File: config.mk
export PLATFORM = sky130hd
export DESIGN_NAME = out_capture_ram
export DESIGN_NICKNAME = d
export VERILOG_FILES = /design/src/rtl/out_capture_ram.sv
export SDC_FILE = /design/constraint.sdc
export NUM_CORES = 2
export LEC_CHECK = 0
export ABC_AREA = 1
export CORE_MARGIN = 4
export CORE_UTILIZATION = 24
export DETAILED_ROUTE_END_ITERATION = 7
export SYNTH_ARGS = -nofsm -noshare
export SYNTH_HDL_FRONTEND = slang
export SYNTH_SLANG_ARGS = --single-unit
File: constraint.sdc
create_clock -name clk -period 4.4 [get_ports clk]
set_input_delay 0.66 -clock clk [delete_from_list [all_inputs] [get_ports clk]]
set_output_delay 0.66 -clock clk [all_outputs]
set_load 0.03 [all_outputs]
File: src/rtl/out_capture_ram.sv
// out_capture_ram
// ---------------
// Captures the interpolator output stream into on-chip RAM. Each stored sample
// is compared against a golden sample from an external combinational ROM,
// which is indexed by the current write pointer.
//
// Ports
//   clk           rising-edge clock
//   in_rst        asynchronous active-low reset
//   start         one-cycle pulse that arms a capture run (from IDLE or DONE)
//   sample_vld    sample_in is valid this cycle
//   sample_in     DUT output sample
//   exp_addr      golden-ROM index, always equal to the write pointer
//   exp_data      golden sample for exp_addr (same cycle)
//   rd_addr       readback address
//   rd_data       mem[rd_addr], registered, 1-cycle latency, read-first
//   busy          high while skipping or capturing
//   done          high once DEPTH samples have been stored
//   wr_count      samples stored in the current or last run
//   mismatch_cnt  saturating count of compare failures
//   dbg_state     current FSM state, for observation
//
// Handshake: there is no backpressure. A sample is consumed on every rising
// edge where sample_vld is high; when sample_vld is low nothing happens, and
// gaps of any length are allowed.

module out_capture_ram #(
    parameter int OUT    = 10,
    parameter int DEPTH  = 400,
    parameter int ADDR_W = 9,
    parameter int SKIP   = 4,
    parameter int CNT_W  = 16
) (
    input  logic              clk,
    input  logic              in_rst,
    input  logic              start,
    input  logic              sample_vld,
    input  logic [OUT-1:0]    sample_in,
    output logic [ADDR_W-1:0] exp_addr,
    input  logic [OUT-1:0]    exp_data,
    input  logic [ADDR_W-1:0] rd_addr,
    output logic [OUT-1:0]    rd_data,
    output logic              busy,
    output logic              done,
    output logic [ADDR_W:0]   wr_count,
    output logic [CNT_W-1:0]  mismatch_cnt,
    output logic [1:0]        dbg_state
);

    localparam logic [1:0] IDLE   = 2'd0;
    localparam logic [1:0] SKIP_S = 2'd1;
    localparam logic [1:0] CAP_S  = 2'd2;
    localparam logic [1:0] DONE_S = 2'd3;

    // With no samples to skip, a run goes straight to capture.
    localparam logic [1:0] ARM_ST = (SKIP == 0) ? CAP_S : SKIP_S;

    localparam int                SKIP_W    = (SKIP > 1) ? $clog2(SKIP) : 1;
    localparam logic [SKIP_W-1:0] SKIP_LAST = SKIP_W'((SKIP > 0) ? SKIP - 1 : 0);
    localparam logic [SKIP_W-1:0] SKIP_ONE  = SKIP_W'(1);
    localparam logic [ADDR_W-1:0] LAST_ADDR = ADDR_W'(DEPTH - 1);
    localparam logic [ADDR_W-1:0] ADDR_ONE  = ADDR_W'(1);
    localparam logic [ADDR_W:0]   WC_ONE    = (ADDR_W + 1)'(1);
    localparam logic [CNT_W-1:0]  CNT_ONE   = CNT_W'(1);
    localparam logic [CNT_W-1:0]  CNT_MAX   = '1;

    logic [1:0]        state_q, state_d;
    logic [SKIP_W-1:0] skip_cnt_q, skip_cnt_d;
    logic [ADDR_W-1:0] wr_ptr_q, wr_ptr_d;
    logic [ADDR_W:0]   wr_count_q, wr_count_d;
    logic [CNT_W-1:0]  mismatch_q, mismatch_d;
    logic [OUT-1:0]    rd_data_q;
    logic              wr_en;

    logic [OUT-1:0]    mem [DEPTH];

    assign wr_en = (state_q == CAP_S) && sample_vld;

    always_comb begin
        state_d    = state_q;
        skip_cnt_d = skip_cnt_q;
        wr_ptr_d   = wr_ptr_q;
        wr_count_d = wr_count_q;
        mismatch_d = mismatch_q;
        case (state_q)
            // start is honoured only when not busy; a run in progress is never restarted.
            IDLE, DONE_S: begin
                if (start) begin
                    state_d    = ARM_ST;
                    skip_cnt_d = '0;
                    wr_ptr_d   = '0;
                    wr_count_d = '0;
                    mismatch_d = '0;
                end
            end
            SKIP_S: begin
                if (sample_vld) begin
                    skip_cnt_d = skip_cnt_q + SKIP_ONE;
                    if (skip_cnt_q == SKIP_LAST) begin
                        state_d = CAP_S;
                    end
                end
            end
            CAP_S: begin
                if (sample_vld) begin
                    wr_count_d = wr_count_q + WC_ONE;
                    if ((sample_in != exp_data) && (mismatch_q != CNT_MAX)) begin
                        mismatch_d = mismatch_q + CNT_ONE;
                    end
                    // The pointer parks on the last address so exp_addr does not wrap.
                    if (wr_ptr_q == LAST_ADDR) begin
                        state_d = DONE_S;
                    end else begin
                        wr_ptr_d = wr_ptr_q + ADDR_ONE;
                    end
                end
            end
            default: begin
                state_d = IDLE;
            end
        endcase
    end

    always_ff @(posedge clk or negedge in_rst) begin
        if (!in_rst) begin
            state_q    <= IDLE;
            skip_cnt_q <= '0;
            wr_ptr_q   <= '0;
            wr_count_q <= '0;
            mismatch_q <= '0;
            rd_data_q  <= '0;
        end else begin
            state_q    <= state_d;
            skip_cnt_q <= skip_cnt_d;
            wr_ptr_q   <= wr_ptr_d;
            wr_count_q <= wr_count_d;
            mismatch_q <= mismatch_d;
            rd_data_q  <= mem[rd_addr];
        end
    end

    // RAM array has no reset. The read in the block above uses the pre-edge
    // contents, so a same-address read/write returns the old word.
    always_ff @(posedge clk) begin
        if (wr_en) begin
            mem[wr_ptr_q] <= sample_in;
        end
    end

    assign exp_addr     = wr_ptr_q;
    assign rd_data      = rd_data_q;
    assign busy         = (state_q == SKIP_S) || (state_q == CAP_S);
    assign done         = (state_q == DONE_S);
    assign wr_count     = wr_count_q;
    assign mismatch_cnt = mismatch_q;
    assign dbg_state    = state_q;

endmodule
# == Word-level counts from Yosys, hierarchy flattened ==
# Memory sizes are Yosys's and may differ from the RTL's. A register that Yosys moved wholly into a read port is not among the register bits.
# Cells that the tools add are included.
# totals
out_inout_bits,49
ramBits,4000
word_cells,59
mem_count,1
ff_bits,39
# op_classes
n_reduce_logical,13
addsub,4
eq_ne,14
n_mux,22
# mem_list
memory,depth,width,rd,rd_clocked_by_memory_dff,write_ports,line_no,text
mem,400,10,1,1,1,75,logic [OUT-1:0] mem [DEPTH];
# ops
cell,n
$mux W16,3
$pmux W16 S2,1
$mux W9,3
$mux W10,2
$pmux W10 S2,1
$pmux W9 S2,1
$add A16 B1 Y16 const B,1
$ne A16 B16 Y1 const B,1
$mux W2,7
$add A10 B1 Y10 const B,1
$ne A10 B10 Y1,1
$ne A2 B2 Y1 const B,5
$add A9 B1 Y9 const B,1
$eq A9 B9 Y1 const B,1
$reduce_and A4 Y1,2
$eq A2 B2 Y1 const B,3
$pmux W2 S3,1
$reduce_and A3 Y1,2
$reduce_and A5 Y1,1
$ne A2 B1 Y1 const B,2
$pmux W2 S2,1
$reduce_bool A2 Y1,2
$add A2 B1 Y2 const B,1
$eq A2 B1 Y1 const B,1
other kinds (6),8

# == Longest topological paths before layout ==
# depth
depth_word,5
mapped_depth,17
depth_no_buf,17

# == Worst setup path after synthesis ==
# Ideal clock, no wire load.
# synth_path
path_kind,flip-flop to flip-flop
start,"reg state_q[0], in the netlist dbg_state[0]"
end,"reg wr_count_q[9], in the netlist wr_count[9]"
arrival_ps,2427
required_ps,4323
path_stages_with_launch,14
setup_time_ps,77
slack_ps,1895
path_buffers,0
synth_period_minus_slack_ps,2505
path_cell_list,dfrtp_1 > inv_1 > ha_1 > inv_1 > or2_4 > nand2_1 > inv_1 > o21ai_2 > or2_2 > nor3_2 > nand3_1 > nor2_1 > o21ai_0 > a21oi_1
# synth_between
elab_chain_cells,4
word_cells_on_any_way,9
# synth_lines
element,line_no,text
from (decl),67,"logic [1:0] state_q, state_d;"
from (signal assigned),133,state_q <= state_d;
$eq A2 B2 Y1 or $logic_not A2 Y1 (tied branches),85,case (state_q)
$reduce_or A2 Y1,85,
$ne A2 B2 Y1 (no line) or $reduce_bool A2 Y1 (tied branches),-,
$reduce_and A3 Y1 (no line),-,
to (signal assigned),136,wr_count_q <= wr_count_d;
to (decl),70,"logic [ADDR_W:0] wr_count_q, wr_count_d;"
# Several ways; a longest one is shown, not always the timed one.
# A chain may end at the register's enable or synchronous reset.

# == Worst setup path in the final report ==
# layout_path
start,"reg wr_ptr_q[5], in the netlist exp_addr[5]"
end,"mem mem[101][5], enable pin"
# layout_lines
element,line_no,text
from (decl),69,"logic [ADDR_W-1:0] wr_ptr_q, wr_ptr_d;"
from (signal assigned),135,wr_ptr_q <= wr_ptr_d;
to (decl),75,
# Straight into the memory's write port.

==> results.json <==
{
  "synthAdderAreaFrac": 0.0007634,
  "start_util": 0.2407,
  "r2r_cells": 4,
  "vias": 110000,
  "critPathLaunchType": "flip-flop",
  "drive_above_1_share": 0.09886,
  "cp-end-kind": "flip-flop",
  "cp_max_fo": 16,
  "maxSlewHeadroom": 0.06137,
  "internal_power_w": 0.06360,
  "synth-compound-area-share": 0.009024,
  "synthMuxAreaShare": 0,
  "dr.pass1.iters": 6,
  "post-route-period-util": 0.8630,
  "worstSetupPathType": "reg2reg",
  "synth_cells": 13710,
  "critPathArrivalTime_ns": 4.36,
  "yosysWarnings": 0,
  "leakagePower_nw": 65.96,
  "switching_share": 0.2339,
  "drv_cap": 0,
  "rsz0062_at_grt": "no",
  "synth-xor-area-share": 0.0009085,
  "fmax_ghz": 0.2633,
  "wl_um": 498200,
  "period_needed_ns": 3.797,
  "clkSinkCount": 4049,
  "drc": 0,
  "syn_area_per_cell_um2": 11.95,
  "worstHoldStart": "sample_in[1]",
  "ir_drop_uv": 337.9,
  "cts_setup_buffers": 0,
  "cts-buffers-inserted": 414,
  "setup_tns_ns": 0,
  "r2r_start": "exp_addr[5]",
  "grt_use_total": 0.1373,
  "layout_common_cells": "4003 x nand2_1, 4000 x edfxtp_1, 3722 x nand3_1, 689 x buf_4, 581 x nor2_1",
  "dp_hpwl_um": 297600,
  "synthSimpleGateAreaFrac": 0.2202,
  "final_common_cell": "nand2_1",
  "synth-seq-cells": 4049,
  "syn2layout_area_growth_pct": 17.55,
  "seqPwrFrac": 0.512,
  "port_buffers": 81,
  "final_antenna_net_count": 0,
  "nets": 14120,
  "root_buffer": "clkbuf_16",
  "holdBufCountCts": 1,
  "io_pins": 82,
  "layout_setup_ws_ns": 0.6027,
  "rows": 303,
  "power_frac_comb": 0.071,
  "core-area_mm2": 0.6809,
  "finClkSkew_ns": 0.05745,
  "setup_viol": 0,
  "path_clk_slew_ns": 0.06,
  "cts-htree-levels": 5,
  "p_switching_w": 0.01942,
  "power_w": 0.08303,
  "status": "finished clean",
  "cts_tree": "yes",
  "netlist_area_mm2": 0.1639,
  "first_iter_violations": 13770,
  "antenna_found_initial": 18,
  "post_cts_resized": 0,
  "hp-class": "in2reg",
  "synth_nets": 13750,
  "via_per_inst": 4.696,
  "final_hold_viol_count": 0,
  "worstPathRequired_ns": 4.96,
  "pwr-share-clk": 0.416,
  "grt_overflow_total": 0,
  "wl_per_cell_um": 21.27,
  "fp.dieW_um": 834.4,
  "grt_pass1_wl_um": 726000,
  "whs_path_depth": 1,
  "clk_latency_ns": 0.98,
  "die_height_um": 834.4,
  "grt_pass1_vias": 104600,
  "dpl_worst_slack_ns": 0.3792,
  "grt_start_max_net_pins": 169,
  "synth-seq-area-share": 0.7404,
  "yosysUniqueCellTypes": 36,
  "final-max-slew-violation-count": 0,
  "clockBufferDepth": 4,
  "reg2reg_to": "mem[101][5]",
  "tightest_slew_ns": 1.403,
  "rrSetupSlack_ns": 0.60,
  "die-area_mm2": 0.6962,
  "powerDensity_mw_per_mm2": 431.0,
  "synth_top_family_by_area": "simple AND/OR/NAND/NOR gates",
  "place.gp.congestion": 0.8797,
  "hold_path_end": "mem[124][1]"
}
-- Yosys cell counts --
| library cell | n | area share |
|---|---|---|
| a21o_1 | 1 | 0.000046 |
| a21oi_1 | 12 | 0.00037 |
| a31oi_1 | 1 | 0.000038 |
| and3_1 | 1 | 0.000038 |
| buf_1 | 117 | 0.0027 |
| buf_2 | 420 | 0.013 |
| buf_4 | 60 | 0.0027 |
| buf_6 | 21 | 0.0014 |
| clkbuf_1 | 325 | 0.0074 |
| clkinv_1 | 2 | 0.000046 |
| dfrtp_1 | 49 | 0.0075 |
| edfxtp_1 | 4000 | 0.73 |
| ha_1 | 10 | 0.00076 |
| inv_1 | 63 | 0.0014 |
| inv_2 | 3 | 0.000069 |
| nand2_1 | 4019 | 0.092 |
| nand2_2 | 2 | 0.000076 |
| nand3_1 | 3722 | 0.11 |
| nand4_1 | 4 | 0.00015 |
| nor2_1 | 583 | 0.013 |
| nor3_1 | 15 | 0.00046 |
| nor3_2 | 1 | 0.000061 |
| nor3b_1 | 1 | 0.000046 |
| nor4_1 | 3 | 0.00011 |
| o2111a_1 | 1 | 0.000069 |
| o2111ai_1 | 3 | 0.00016 |
| o211ai_1 | 2 | 0.000092 |
| o21ai_0 | 164 | 0.0050 |
| o21ai_1 | 17 | 0.00052 |
| o21ai_2 | 1 | 0.000053 |
| o221ai_1 | 10 | 0.00053 |
| o22ai_1 | 56 | 0.0021 |
| or2_2 | 4 | 0.00015 |
| or2_4 | 1 | 0.000053 |
| xnor2_1 | 3 | 0.00016 |
| xor2_1 | 14 | 0.00075 |
-- critical path, cell delays in order (launching register included) --
cell     delay (ns)
dfrtp_1        0.49
inv_1          0.11
nor2_2         0.76
nand2_1        0.85
nor2_1         1.16
-- through the flow --
| step | hold WS (ns) | cells | utilization | cell area [um^2] |
|---|---|---|---|---|
| 2_1_floorplan | 0.3644 | 13710 | - | 163900 |
| 3_3_place_gp | 0.4681 | 22660 | 0.2636 | 179500 |
| 3_5_place_dp | 0.4656 | 22660 | 0.2636 | 179500 |
| 4_1_cts | 0.04711 | 23420 | 0.2829 | 192600 |
| 5_1_grt | 0.07661 | 23420 | 0.2829 | 192600 |
| 6_report | 0.1189 | 23430 | 0.2829 | 192700 |
-- how the worst max path moves through the flow --
stage                      start           to  slack [ns]
global route         exp_addr[5]  mem[101][5]        0.63
finish               exp_addr[5]  mem[101][5]        0.60
global placement      sample_vld  mem[245][2]        0.36
floorplan           dbg_state[0]  wr_count[9]        1.90
CTS                  exp_addr[5]  mem[101][5]        0.67
detailed placement    rd_addr[1]   rd_data[0]        0.38
-- power by group through the flow --
| stage | sequential [W] | clock (W) | combinational [W] |
|---|---|---|---|
| floorplan | 0.0434 | 0 | 0.00293 |
| global placement | 0.0434 | 0 | 0.00585 |
| detailed placement | 0.0434 | 0 | 0.00589 |
| CTS | 0.0425 | 0.0350 | 0.00590 |
| global route | 0.0425 | 0.0366 | 0.00637 |
| finish | 0.0426 | 0.0346 | 0.00591 |
-- cells by family (layout without fill, tap and decap cells) --
family	after synthesis	in the layout
and+or+nand+nor	8356	8356
DFF	4049	4049
AOI/OAI and AO/OA	268	268
other	0	4
adders and majority gates	10	10
buffers and inverters	1011	1724
xor gates and xnor gates	17	17
-- layout make-up --
cell class                      count  area, um^2
Antenna cell                        4       10.01
Clock buffer                      531       10960
Clock inverter                    228        2211
Fill cell                       69070      488200
Inverter                           68       290.3
Multi-Input combinational cell   8651       37980
Sequential cell                  4049      121300
Tap cell                         8997       11260
Timing Repair Buffer              897        8600
-- sequential cells by signal (all words and copies together) (netlist names) --
| signal | flops |
|---|---|
| rd_data | 10 |
| dbg_state | 2 |
| mem | 4000 |
| wr_count | 10 |
| mismatch_cnt | 16 |
| exp_addr | 9 |
| skip_cnt_q | 2 |
-- routing by layer --
layer  track usage  vias up  part of all wire  routed length (um)
li1              -    49620                 -                   -
met1        0.1866    54580              0.41              202800
met2        0.2220     5055              0.47              233400
met3       0.02150      752             0.085               42330
met4       0.04952        2             0.039               19570
met5             0        -          0.000026                  13
No activity file was read; power rests on OpenSTA's default activity.
